===== config.mk =====
export PLATFORM = sky130hd
export DESIGN_NAME = cla_seq_adder_ctrl
export DESIGN_NICKNAME = d
export VERILOG_FILES = /design/src/rtl/cla_pkg.sv /design/src/rtl/cla_nibble.sv /design/src/rtl/cla_seq_adder_ctrl.sv
export SDC_FILE = /design/constraint.sdc
export NUM_CORES = 1
export LEC_CHECK = 0
export CAP_MARGIN = 5
export CORE_MARGIN = 5
export CORE_UTILIZATION = 35
export CTS_CLUSTER_DIAMETER = 30
export DETAILED_ROUTE_END_ITERATION = 10
export PLACE_DENSITY = 0.62
export SLEW_MARGIN = 20
export SYNTH_ARGS = -nofsm -noshare
export SYNTH_HDL_FRONTEND = slang
export SYNTH_SLANG_ARGS = --single-unit

===== constraint.sdc =====
create_clock -name clk -period 2.99 [get_ports clk]
set_input_delay 0.897 -clock clk [delete_from_list [all_inputs] [get_ports clk]]
set_output_delay 0.897 -clock clk [all_outputs]
set_load 0.02 [all_outputs]

===== src/rtl/cla_pkg.sv =====
// rtl/cla_pkg.sv - shared types and constants for the sequential CLA adder
package cla_pkg;

    localparam int NIBBLE_W = 4;

    typedef enum logic [1:0] {
        IDLE = 2'd0,
        RUN  = 2'd1,
        DONE = 2'd2
    } state_t;

    // Width of the nibble index counter; never narrower than one bit.
    function automatic int idx_width(input int nibbles);
        return (nibbles <= 1) ? 1 : $clog2(nibbles);
    endfunction

endpackage


===== src/rtl/cla_nibble.sv =====
// rtl/cla_nibble.sv - combinational 4-bit carry-look-ahead adder slice
module cla_nibble
    import cla_pkg::*;
(
    input  logic [NIBBLE_W-1:0] a,
    input  logic [NIBBLE_W-1:0] b,
    input  logic                cin,
    output logic [NIBBLE_W-1:0] s,
    output logic                cout
);

    logic [NIBBLE_W-1:0] g;
    logic [NIBBLE_W-1:0] p;
    logic [NIBBLE_W:0]   c;

    assign g = a & b;
    assign p = a ^ b;

    // Every carry is a flat sum of products of g/p and cin, no ripple path.
    assign c[0] = cin;
    assign c[1] = g[0]
                | (p[0] & cin);
    assign c[2] = g[1]
                | (p[1] & g[0])
                | (p[1] & p[0] & cin);
    assign c[3] = g[2]
                | (p[2] & g[1])
                | (p[2] & p[1] & g[0])
                | (p[2] & p[1] & p[0] & cin);
    assign c[4] = g[3]
                | (p[3] & g[2])
                | (p[3] & p[2] & g[1])
                | (p[3] & p[2] & p[1] & g[0])
                | (p[3] & p[2] & p[1] & p[0] & cin);

    assign s    = p ^ c[NIBBLE_W-1:0];
    assign cout = c[NIBBLE_W];

endmodule


===== src/rtl/cla_seq_adder_ctrl.sv =====
// rtl/cla_seq_adder_ctrl.sv - WIDTH-bit add/sub sequenced over one CLA nibble slice
module cla_seq_adder_ctrl
    import cla_pkg::*;
#(
    parameter int WIDTH = 16
) (
    input  logic             clk,
    input  logic             rst_n,
    input  logic             in_valid,
    output logic             in_ready,
    input  logic [WIDTH-1:0] a,
    input  logic [WIDTH-1:0] b,
    input  logic             cin,
    input  logic             sub,
    output logic             out_valid,
    input  logic             out_ready,
    output logic [WIDTH-1:0] sum,
    output logic             cout,
    output logic             busy
);

    localparam int NIBBLES = WIDTH / NIBBLE_W;
    localparam int IDX_W   = idx_width(NIBBLES);

    state_t            state;
    state_t            state_nxt;
    logic [IDX_W-1:0]  idx;
    logic [IDX_W+1:0]  base;
    logic              carry_r;
    logic [WIDTH-1:0]  a_r;
    logic [WIDTH-1:0]  b_r;
    logic [NIBBLE_W-1:0] slice_a;
    logic [NIBBLE_W-1:0] slice_b;
    logic [NIBBLE_W-1:0] slice_s;
    logic              slice_cout;
    logic              last;

    assign base    = {idx, 2'b00};
    assign slice_a = a_r[base +: NIBBLE_W];
    assign slice_b = b_r[base +: NIBBLE_W];
    assign last    = (idx == IDX_W'(NIBBLES - 1));

    cla_nibble u_slice (
        .a    (slice_a),
        .b    (slice_b),
        .cin  (carry_r),
        .s    (slice_s),
        .cout (slice_cout)
    );

    assign in_ready = (state == IDLE);
    assign busy     = (state == RUN) || (state == DONE);

    always_ff @(posedge clk or negedge rst_n) begin
        if (!rst_n) begin
            state <= IDLE;
        end else begin
            state <= state_nxt;
        end
    end

    always_comb begin
        state_nxt = state;
        case (state)
            IDLE:    if (in_valid)  state_nxt = RUN;
            RUN:     if (last)      state_nxt = DONE;
            DONE:    if (out_ready) state_nxt = IDLE;
            default: state_nxt = IDLE;
        endcase
    end

    // Subtract is folded in at capture: b is inverted and the +1 enters as carry-in.
    always_ff @(posedge clk or negedge rst_n) begin
        if (!rst_n) begin
            idx       <= '0;
            carry_r   <= 1'b0;
            a_r       <= '0;
            b_r       <= '0;
            sum       <= '0;
            cout      <= 1'b0;
            out_valid <= 1'b0;
        end else begin
            case (state)
                IDLE: begin
                    if (in_valid) begin
                        a_r     <= a;
                        b_r     <= sub ? ~b : b;
                        carry_r <= sub | cin;
                        idx     <= '0;
                        sum     <= '0;
                    end
                end
                RUN: begin
                    sum[base +: NIBBLE_W] <= slice_s;
                    carry_r               <= slice_cout;
                    idx                   <= idx + 1'b1;
                    if (last) begin
                        cout      <= slice_cout;
                        out_valid <= 1'b1;
                    end
                end
                DONE: begin
                    if (out_ready) begin
                        out_valid <= 1'b0;
                        idx       <= '0;
                    end
                end
                default: begin
                    out_valid <= 1'b0;
                    idx       <= '0;
                end
            endcase
        end
    end

endmodule


# --- Yosys cells after proc, flatten, opt, wreduce, memory -nomap -nowiden ---
# Cells that the tools add are included.
totals:
  in_bits: 38
  out_inout_bits: 20
  regBits: 55
  word_cells: 76
op_classes:
  n_mux: 15
  shift: 4
  n_bitwise: 32
  n_reduce_logical: 9
  add_sub_neg: 2
  n_eq_ne: 6
op_table:
  columns: ["op", "count"]
  rows:
  - ["16-bit two-way mux", 2]
  - ["16-bit one-hot mux with 2 select lines", 1]
  - ["16-bit by 5-bit variable part select with 4-bit output", 2]
  - ["1-bit bitwise AND", 16]
  - ["16-bit bitwise mux", 1]
  - ["16-bit NOT", 1]
  - ["4-bit by 6-bit variable shift with 16-bit output (first input constant)", 1]
  - ["4-bit by 6-bit variable part select with 16-bit output", 1]
  - ["2-bit one-hot mux with 3 select lines", 2]
  - ["1-bit bitwise OR", 11]
  - ["2-bit two-way mux", 4]
  - ["2-bit AND reduction", 4]
  - ["4-bit bitwise XOR", 2]
  - ["2-bit inequality test (second input constant)", 3]
  - ["4-bit negation with 6-bit output", 1]
  - ["3-bit AND reduction", 2]
  - ["4-bit bitwise AND", 1]
  - ["2-bit == test (second input constant)", 2]
  - ["1-bit two-way mux", 3]
  - ["1-bit one-hot mux with 3 select lines", 1]
  - ["2-bit by 1-bit adder with 2-bit output (second input constant)", 1]
  - ["2-bit by 1-bit == test with 1-bit output (second input constant)", 1]
  - ["2-bit logical NOT", 1]
  - ["1-bit one-hot mux with 2 select lines", 1]
  - ["3 further kinds", 3]

# --- Depth between registers and ports, before layout ---
depth:
  ltp_word: 10
  ltp_mapped: 7
  mapped_depth_nobuf: 6

# --- Hierarchy ---
# Synthesis repeated with hierarchy kept, for this count alone.
unflattened:
  cells_unflattened: 245
  hier_area_um2: 2941.6
by_module_without_submodules:
  columns: ["mod", "instances", "seq_area_each_um2", "area_each_um2", "cells_per_inst"]
  rows:
  - ["cla_seq_adder_ctrl", 1, 1376.3, 2793.9, 228]
  - ["cla_nibble", 1, 0.0, 147.6, 17]

# --- Worst setup path after synthesis ---
# OpenSTA, ideal clock, no wires.
synth_timing:
  path_kind: "register to register"
  from: "register idx[0]"
  to: "register sum[11]"
  setup_slack_ns: 0.678
  stages_incl_launch_ff: 8
  arrival_ns: 2.191
  n_path_buf: 1
  t_required_ns: 2.869
  period_less_slack_ns: 2.312
  setup_ns: 0.121
  cell_sequence: "dfrtp_1 > buf_6 > mux4_2 > ha_1 > a211oi_2 > o21bai_2 > xor2_1 > a22o_1"
synth_via:
  elab_chain_len: 10
  elab_cells_between_ends: 25
  cone_classes: "add/sub: 1; shift: 4; mux: 2; bitwise: 18"
synth_rtl:
  columns: ["item", "line_no", "rtl"]
  rows:
  - ["start, declared", "cla_seq_adder_ctrl.sv:27", "logic [IDX_W-1:0] idx;"]
  - ["start signal, assigned", "cla_seq_adder_ctrl.sv:96", "idx <= idx + 1'b1;"]
  - ["16-bit by 5-bit variable part select with 4-bit output (on tied branches)", "cla_seq_adder_ctrl.sv:39, cla_seq_adder_ctrl.sv:40", null]
  - ["4-bit bitwise XOR / 4-bit bitwise AND (equally long branches)", "cla_nibble.sv:17, cla_nibble.sv:16", null]
  - ["1-bit bitwise AND (on tied branches)", "cla_nibble.sv:27, cla_nibble.sv:28, cla_nibble.sv:29", null]
  - ["1-bit bitwise OR (tied with other cells)", "cla_nibble.sv:27", "| (p[2] & g[1])"]
  - ["1-bit bitwise OR / 1-bit bitwise AND (equally long branches)", "cla_nibble.sv:28, cla_nibble.sv:29", null]
  - ["1-bit bitwise OR", "cla_nibble.sv:29", "| (p[2] & p[1] & p[0] & cin);"]
  - ["4-bit bitwise XOR", "cla_nibble.sv:36", "assign s = p ^ c[NIBBLE_W-1:0];"]
  - ["4-bit by 6-bit variable part select with 16-bit output", "cla_seq_adder_ctrl.sv:94", "sum[base +: NIBBLE_W] <= slice_s;"]
  - ["16-bit bitwise mux (*)", "cla_seq_adder_ctrl.sv:94", null]
  - ["16-bit one-hot mux with 2 select lines (*)", "cla_seq_adder_ctrl.sv:83", "case (state)"]
  - ["end signal, assigned by index", "cla_seq_adder_ctrl.sv:94", null]
  - ["end, declared", "cla_seq_adder_ctrl.sv:17", "output logic [WIDTH-1:0] sum,"]
# Mark *: on every way between the ends. The rest lies on a longest branch, timed or not.
# A chain may end at the register's enable or synchronous reset.

# --- Worst setup path in the final report ---
layout_timing:
  from: "register state[0]"
  to: "output port in_ready"
layout_via:
  elab_chain_len: 1
layout_rtl:
  columns: ["item", "line_no", "rtl"]
  rows:
  - ["start, declared", "cla_seq_adder_ctrl.sv:25", "state_t state;"]
  - ["start signal, assigned", "cla_seq_adder_ctrl.sv:58", "state <= state_nxt;"]
  - ["2-bit logical NOT", "cla_seq_adder_ctrl.sv:51", "assign in_ready = (state == IDLE);"]
  - ["end, declared", "cla_seq_adder_ctrl.sv:10", "output logic in_ready,"]
# Every way passes these cells.

==> results.cfg <==
[outcome]
status = finished, final reports clean

[sta]
drv_slew = 0
max_freq_mhz = 374.0
setup_viol = 0
setup_tns_ns = 0
hold_viol = 0
min_period_ns = 2.674
skew_ns = 0.005906
relSlewSlack_pct = 55.14
period_share_pct = 89.42
grt_setup_unrepaired = false
worstMarginPinSlew_ns = 0.6729

[place]
dp.final_hpwl_mm = 4.315
io_buffer_count = 57
gp_congestion = 0.7790
place_area_sq_um = 3415
dp.cells = 373

[clock_tree]
clock_path_buffers = 2
cts_tree = done
clk_transition_reported_paths_ns = 0.09
hold_buffers = 0
htreeDepth = 2
cts_root_buffer = clkbuf_8
clock-sinks = 55
post_cts_buffers = 0
cts_buffers = 5
ctsResizeCount = 0
clk_latency_ns = 0.31

[global_route]
grt_pass1_wl_mm = 9.418
grt_util_met1_pct = 17.05
track_usage_pct = 11.95
grtUsageMet3_pct = 3.500
busiest_layer = met2
grt_max_degree = 56
gr-usage-met2_pct = 17.47
grt_pass1_vias = 1896
antenna_found_initial = 0
grt_overflow_total = 0

[yosys]
synth_cells = 220
ys_seq_elements = 55
yosysTopAreaCellShare_pct = 50.32
synth_edf_count = 0
yosysSeqAreaShare_pct = 50.32
syn-mean-instance-area_sq_um = 12.43
syn_nets = 271
yosys.area_share.xor_xnor_pct = 6.084
ys.flop_type = dfrtp_1
synth_top_area_cell = dfrtp_1
synth_area_sq_um = 2735
synth-simple-area-share_pct = 7.960
synth.area.mux_share_pct = 13.17
synth_fa_ha_area_share_pct = 6.221
synth_top_family_by_area = compound AO/OA/AOI/OAI gates
synth_area_leaders = dfrtp_1 50%, mux2_1 6.6%, mux4_2 6.6%, ha_1 5.5%, xnor2_1 5.4%
synth-compound-area-share_pct = 13.22
yosysWarnings = 0
synthArstFlopShare_pct = 100.0
synth_cell_types = 34

[route]
drcViolationCount = 0
antenna_left = 0
dr.pass1.iters = 4
wirelength_mm = 5.542
wl_per_cell_um = 14.55
viasPerCell = 4.877
drtIter0Drc = 40
dr_total_vias = 1858

[worst_hold_path]
min_path_type = reg -> reg

[final_layout]
final_layout_size_suffix_gt1_share_pct = 9.677
fin_cells = 381
antenna_cells = 0
fin_nets = 329
area_delta_synth_final_pct = 28.32
nFillCells = 718
fin_area_sq_um = 3510

[die]
core_sq_um = 7687
die-area_sq_um = 9683
num_io_pins = 58
dieHeight_um = 98.40
num_rows = 32
start_util_pct = 35.58
die_x_um = 98.40

[job]
maxCapViolations = 0

[power]
power_density_nw_per_um2 = 975.9
irDropWorstVdd_v = 0.0004279
power_leakage_nw = 1.473

[setup_path]
crit_required_ns = 2.09
cp-end-kind = output pin
critPathMaxFanout = 7
arrival_ns = 1.78
crit_type = reg -> out
start_kind = register
## layout make-up
cell class	instances	area (sq um)	area share, %
flip-flops and latches	55	1376	39.22
clock inverters	1	8.758	0.2496
clock buffers	7	86.33	2.460
inverters	7	26.28	0.7487
well taps	102	127.6	3.636
multi-input cells	148	1276	36.36
repair buffers	61	608.1	17.33
## flip-flops by register name, summed over array words and instances (netlist names)
name       cells
cout           1
state          2
b_r           16
carry_r        1
out_valid      1
sum           16
a_r           16
idx            2
## per-layer routing
layer	vias to the layer above	part of all wire (%)
met5	-	0
li1	904	-
met3	9	5.3
met4	0	1.7
met2	51	45
met1	894	48
## cells by family (layout without fill, tap and decap cells)
kind of cell               Yosys count  after routing
adders and majority gates           13             13
buffers and inverters               17             76
muxes                               24             24
and+or+nand+nor                     37             37
AOI/OAI and AO/OA                   55             55
xor gates and xnor gates            19             19
DFF                                 55             55
## synthesized netlist by cell type, types with 2 or more instances
library cell	n
dfrtp_1	55
nand2_1	23
o21ai_1	19
xnor2_1	17
a22o_1	16
mux2_1	16
ha_1	12
a21oi_1	10
mux4_2	8
inv_1	7
buf_2	6
nor2_1	3
o21ai_0	3
clkbuf_1	2
nand3_1	2
nor4_4	2
xor2_1	2
## layout by cell type (no fill, tap or decap), types with 2 or more instances in the layout
master and instances:
nor2_1 3, nor4_4 2, mux4_2 8, a22o_1 16, ha_1 12, mux2_1 16, o21ai_0 3, o21ai_1 19
clkbuf_8 6, buf_4 3, dfrtp_1 55, clkdlybuf4s50_1 56, a21oi_1 10, nand2_1 23, xor2_1 2, xnor2_1 17
inv_1 7, nand3_1 2
## critical path: stages (launching register included)
cell and delay, ns:
dfrtp_1 0.41, inv_1 0.08, ha_1 0.31, clkdlybuf4s50_1 0.66
## final timing paths
kind / from / to / slack [ns] / cells past startpoint
max: state[0]$_DFFE_PN0P_ / in_ready / 0.32 / 3
min: b_r[15]$_DFFE_PN0P_ / b_r[15]$_DFFE_PN0P_ / 0.49 / 2
max reg2reg: idx[0]$_DFFE_PN0P_ / sum[3]$_DFFE_PN0P_ / 0.55 / 6
min reg2reg: b_r[15]$_DFFE_PN0P_ / b_r[15]$_DFFE_PN0P_ / 0.49 / 2
max in group asynchronous: rst_n / b_r[15]$_DFFE_PN0P_ / 1.84 / 2
min in group asynchronous: rst_n / sum[5]$_DFFE_PN0P_ / 0.70 / 2
## power by group
| part | internal [mW] | switching (mW) | leakage (nW) |
|---|---|---|---|
| sequential | 1.02 | 0.190 | 0.696 |
| clock | 0.190 | 0.242 | 0.0484 |
| combinational | 0.810 | 0.974 | 0.729 |
## through the flow
stage	power [mW]	worst slack, ns	util [%]	hold slack [ns]
after global placement	2.993	0.5900	44.42	0.4672
final	3.425	0.3165	45.65	0.4934
after CTS	3.476	0.3163	45.65	0.5010
after floorplan	2.516	0.6780	-	0.4503
after global routing	3.697	0.2285	45.65	0.5295
after detailed placement	3.038	0.5292	44.42	0.4790
Power figures use the tool's default switching activity.
